**src/rtl/rf_write_arbiter.sv**
```systemverilog
// Round-robin arbiter sharing the register file write port between the ALU and the load unit,
// with a registered write stage. Define RF_WRITE_ARB_BYPASS_EN to forward the in-flight write to A/B.
module rf_write_arbiter #(
    parameter int DATA_WIDTH   = 16,
    parameter int ADDR_WIDTH   = 4,
    parameter int RESET_PTR    = 0,
    parameter int ZERO_PROTECT = 0
) (
    input  logic                  Clock,
    input  logic                  Reset,
    input  logic                  Hold,
    input  logic                  AluValid,
    input  logic [ADDR_WIDTH-1:0] AluAddr,
    input  logic [DATA_WIDTH-1:0] AluData,
    output logic                  AluReady,
    input  logic                  MemValid,
    input  logic [ADDR_WIDTH-1:0] MemAddr,
    input  logic [DATA_WIDTH-1:0] MemData,
    output logic                  MemReady,
    output logic                  WriteEnable,
    output logic [ADDR_WIDTH-1:0] SelectInput,
    output logic [DATA_WIDTH-1:0] In,
    input  logic [ADDR_WIDTH-1:0] SelectA,
    input  logic [ADDR_WIDTH-1:0] SelectB,
    input  logic [DATA_WIDTH-1:0] RfA,
    input  logic [DATA_WIDTH-1:0] RfB,
    output logic [DATA_WIDTH-1:0] A,
    output logic [DATA_WIDTH-1:0] B
);

    // prio_q: 0 = ALU wins a tie, 1 = Mem wins a tie
    logic                  prio_q, prio_d;
    logic                  we_q, we_d;
    logic [ADDR_WIDTH-1:0] sel_q, sel_d;
    logic [DATA_WIDTH-1:0] data_q, data_d;
    logic                  alu_gnt, mem_gnt, drop;
    logic [ADDR_WIDTH-1:0] gnt_addr;
    logic [DATA_WIDTH-1:0] gnt_data;

    always_comb begin
        alu_gnt = 1'b0;
        mem_gnt = 1'b0;
        if (Reset && !Hold) begin
            if (AluValid && MemValid) begin
                alu_gnt = !prio_q;
                mem_gnt = prio_q;
            end else begin
                alu_gnt = AluValid;
                mem_gnt = MemValid;
            end
        end

        gnt_addr = mem_gnt ? MemAddr : AluAddr;
        gnt_data = mem_gnt ? MemData : AluData;
        // Register 0 writes are still handshaken so the requester is not stalled forever.
        drop     = (ZERO_PROTECT != 0) && (gnt_addr == '0);

        prio_d = prio_q;
        if (alu_gnt) begin
            prio_d = 1'b1;
        end else if (mem_gnt) begin
            prio_d = 1'b0;
        end

        we_d   = (alu_gnt || mem_gnt) && !drop;
        sel_d  = we_d ? gnt_addr : sel_q;
        data_d = we_d ? gnt_data : data_q;
    end

    always_ff @(posedge Clock or negedge Reset) begin
        if (!Reset) begin
            prio_q <= (RESET_PTR != 0);
            we_q   <= 1'b0;
            sel_q  <= '0;
            data_q <= '0;
        end else begin
            prio_q <= prio_d;
            we_q   <= we_d;
            sel_q  <= sel_d;
            data_q <= data_d;
        end
    end

    assign AluReady    = alu_gnt;
    assign MemReady    = mem_gnt;
    assign WriteEnable = we_q;
    assign SelectInput = sel_q;
    assign In          = data_q;

`ifdef RF_WRITE_ARB_BYPASS_EN
    logic fwd_a, fwd_b;

    assign fwd_a = we_q && (sel_q == SelectA) && !((ZERO_PROTECT != 0) && (SelectA == '0));
    assign fwd_b = we_q && (sel_q == SelectB) && !((ZERO_PROTECT != 0) && (SelectB == '0));
    assign A     = fwd_a ? data_q : RfA;
    assign B     = fwd_b ? data_q : RfB;
`else
    // Selects only feed the register file directly in this build.
    logic unused_sel;

    assign unused_sel = ^{SelectA, SelectB};
    assign A          = RfA;
    assign B          = RfB;
`endif

endmodule

```
**config.mk**
```make
export PLATFORM = sky130hd
export DESIGN_NAME = rf_write_arbiter
export DESIGN_NICKNAME = d
export VERILOG_FILES = /design/src/rtl/rf_write_arbiter.sv
export SDC_FILE = /design/constraint.sdc
export NUM_CORES = 1
export LEC_CHECK = 0
export ABC_AREA = 1
export CAP_MARGIN = 20
export CORE_ASPECT_RATIO = 0.7
export CORE_MARGIN = 2
export CORE_UTILIZATION = 33
export CTS_CLUSTER_DIAMETER = 200
export CTS_CLUSTER_SIZE = 40
export DETAILED_ROUTE_END_ITERATION = 8
export GPL_TIMING_DRIVEN = 0
export PLACE_DENSITY = 0.86
export SLEW_MARGIN = 20
export SYNTH_ARGS = -nofsm -noshare
export SYNTH_HDL_FRONTEND = slang
export SYNTH_SLANG_ARGS = --single-unit
export TNS_END_PERCENT = 50
```
**constraint.sdc**
```tcl
create_clock -name Clock -period 3.2 [get_ports Clock]
set_clock_uncertainty 0.1 [all_clocks]
set_input_delay 0.8 -clock Clock [delete_from_list [all_inputs] [get_ports Clock]]
set_output_delay 0.8 -clock Clock [all_outputs]
set_load 0.02 [all_outputs]
```
# Yosys cells after proc, flatten, opt, wreduce, memory -nomap -nowiden
# Index checks and enable logic that the tools add are counted.
# totals
register_bits	22
output_inout_bits	55
wordCells	18
inputBits	85
# classes
reduce_logical	6
n_mux	8
# op_table
operator	n
two-way mux 16 bit	1
two-way mux 1 bit	6
two-way mux 4 bit	1
logical AND 1 bit	2
logical NOT 1 bit	2
nonzero test 2 bit	1
logical OR 1 bit	1

# Longest topological paths before layout
# depth
word_depth	5
ltp_mapped	7
depth_no_buf	6

# Worst setup path after synthesis
# OpenSTA, ideal clock, no wires.
# synth_timing
path_kind	in2out
startpoint	input Reset
endpoint	output AluReady
cell_stages	5
arrival_time_ns	1.392
path_slack_ns	0.908
n_path_buf	1
path_cell_list	inv_1 > nor2_4 > buf_2 > nand3_1 > inv_1
# synth_via
elab_chain_cells	2
# synth_lines
item	line	rtl
from (decl)	10	input logic Reset,
logical AND 1 bit	43	if (Reset && !Hold) begin
two-way mux 1 bit	43	
to (decl)	15	output logic AluReady,
# Every way passes these cells.

# Worst setup path after layout
# layout_timing
startpoint	input Hold
endpoint	output AluReady
# layout_via
elab_chain_cells	3
# layout_lines
item	line	rtl
from (decl)	11	input logic Hold,
logical NOT 1 bit	43	
logical AND 1 bit	43	
two-way mux 1 bit	43	
# Every way passes these cells.

==> metrics.md <==
| Metric | Value |
|---|---|
| Share of post-route cells with drive strength above 1 | 0.165 |
| Initial Utilization | 0.348 |
| Worst path cell trace | clkdlybuf4s50_1 > nor2_4 > clkbuf_4 > nand3_1 > inv_1 > dlygate4sd2_1 |
| Setup Total Neg Slack | 0 ns |
| Post-CTS Resized | 8 |
| Buffers on Ports | 99 |
| Synth-to-layout area growth | 73.0% |
| Fin. max-slew vios | 0 |
| Setup slack, reg-to-reg | 1.90 ns |
| Outcome | finished, final reports clean |
| DP Cell Count | 372 |
| CP Capture Point | AluReady |
| GPL Wtd Cong | 0.768 |
| Pleak | 1.40 nW |
| CTS Hold Bufs | 0 |
| Ant. Diodes | 0 |
| Crit end category | primary output |
| CP max-delay cell | clkdlybuf4s50_1 |
| Clock Sinks | 22 |
| Sequential fraction of the synthesis area | 0.362 |
| Max VDD drop | 0.277 mV |
| Yosys warning count | 0 |
| Post-CTS setup buffer count | 0 |
| CP startpoint | Hold |
| First-pass GRT wire length | 7180 µm |
| Slowest stage delay, CP | 0.45 ns |
| Final hold violations | 0 |
| RSZ-0062 raised after global routing | false |
| WS Path Type | input pin to primary output |
| Synthesized area | 1520 µm² |
| Final setup fails | 0 |
| Worst slew pin tran | 0.296 ns |
| Max Cap Viol | 0 |
| DRC | 0 |
| Clk Latency, worst-skew pair | 0.26 ns |
| Vias per inst | 4.27 |
| WP data required | 2.30 ns |
| Wire per inst | 12.4 µm |
| FF-to-FF Start | prio_q$_DFFE_PN0P_ |
| Number of CTS-inserted buffers | 3 |
| R2r worst-path depth | 7 |
| Initial antenna violation count | 0 |
| Startpoint type of the worst setup path | input pin |
| Depth of the CTS H-tree | 1 |
| Core ar. | 4380 µm² |
| DRT iter0 DRCs | 46 |
| First-pass DRT Iterations | 4 |
| Final antenna-violating net count | 0 |
| Non-Filler Instances | 376 |
| Avg Inst Size Synth | 6.98 µm² |
| Worst Hold Class | input pin to async pin |
| Crit path time final | 3.06 ns |
| WL final | 4650 µm |
| CTS clk-pin slew, worst paths | 0.08 ns |
| Number of register bits inferred by synthesis | 22 |
| Pwr/cell area | 363 nW/µm² |
| TritonCTS clock tree | done |
| Die W | 85.2 µm |
| Number of fill cells in the layout | 390 |
| Yosys cell types | 12 |
| Largest net degree at the start of global routing | 24 |
| Vias | 1,605 |
| Cell count after synthesis | 218 |
| Number of global-route vias before repair | 1,546 |
| Clk buf depth | 2 |
| Die Y | 60.8 µm |
| CTS Root Cell | clkbuf_8 |
| Num ports | 140 |
| Max Fclk | 327 MHz |
| Final HPWL DP | 3780 µm |
| Syn nets | 303 |
| # rows | 20 |
| Tot GR Track Use | 0.178 |
| Final net count | 407 |
| Gr ovfl total | 0 |
| Die area | 5180 µm² |
| Crit path max fanout | 10 |
| Tcrit/Tclk final | 0.957 |
| Critical path data arrival time | 2.16 ns |
| Worst slew margin | 0.803 |
| Worst flop-to-flop path endpoint | In[1]$_DFFE_PN0P_ |
flip-flops by register name, indices dropped and copies added, names as in the netlist:
signal,count
WriteEnable,1
SelectInput,4
prio_q,1
In,16
kinds of logic after synthesis:
family | after synthesis | share of synthesized area
simple gates | 105 | 0.318
buf+inv | 89 | 0.311
flops | 22 | 0.362
compound gates | 2 | 0.00904
metrics by stage:
step	utilization	total power, mW	setup slack, ns	instance area [µm²]	hold slack, ns
detailed placement	0.590	0.764	-1.15	2580	0.365
global route	0.602	1.02	0.0161	2640	0.323
finish	0.602	0.956	0.139	2640	0.316
CTS	0.601	0.968	0.101	2630	0.320
global placement	0.590	0.756	-1.08	2580	0.362
floorplan	-	0.550	0.908	1520	0.404
critical path, delay by kind of cell:
| kind | cells | cell delay, ns |
|---|---|---|
| buffers and inverters | 4 | 1.07 |
| AND/OR/NAND/NOR | 2 | 0.28 |
worst min-delay path by stage:
stage                       start                  to  depth (start not counted)
2_1_floorplan               Reset   In[0]$_DFFE_PN0P_                          0
3_3_place_gp   In[10]$_DFFE_PN0P_  In[10]$_DFFE_PN0P_                          2
3_5_place_dp    In[0]$_DFFE_PN0P_   In[0]$_DFFE_PN0P_                          2
4_1_cts                     Reset  In[10]$_DFFE_PN0P_                          1
5_1_grt                     Reset  In[13]$_DFFE_PN0P_                          1
6_report                    Reset  In[13]$_DFFE_PN0P_                          1
cell usage after synthesis (all sizes together):
cell type   n  area share
nand3      22       0.076
nand2      62        0.15
buf        44        0.20
o21ai       2      0.0090
inv        45        0.11
dfrtp      22        0.36
nor2        1      0.0074
nand4      20       0.082
routing by layer:
metal  global-route usage  vias up  share of wire
met3               0.0408        8          0.052
met2                0.325       51           0.53
li1                     -      838              -
met1                0.213      708           0.40
met4               0.0544        0          0.015
met5                    0        -              0
cells in the final DEF, fill, tap and decap left out, drive strengths merged:
| cell | netlist | routed |
|---|---|---|
| buf | 44 | 44 |
| clkbuf | 0 | 5 |
| clkdlybuf4s50 | 0 | 96 |
| dfrtp | 22 | 22 |
| dlygate4sd2 | 0 | 2 |
| inv | 45 | 45 |
| nand2 | 62 | 62 |
| nand3 | 22 | 22 |
| nand4 | 20 | 20 |
| nor2 | 1 | 1 |
| o21ai | 2 | 2 |
area by class of cell:
class	instances	area (µm²)	share of cell area
repair buffers	99	986	0.374
flip-flops and latches	22	551	0.209
multi-input cells	107	498	0.189
plain buffers	44	308	0.117
inverters	45	169	0.0641
well taps	55	68.8	0.0261
clock buffers	4	55.1	0.0209
where the power goes:
group	internal (mW)	leakage (nW)	switching, mW
sequential	0.322	0.273	0.0239
clock	0.110	0.0288	0.0898
combinational	0.215	1.10	0.196
total	0.647	1.40	0.309
(Power assumes the default switching activity.)
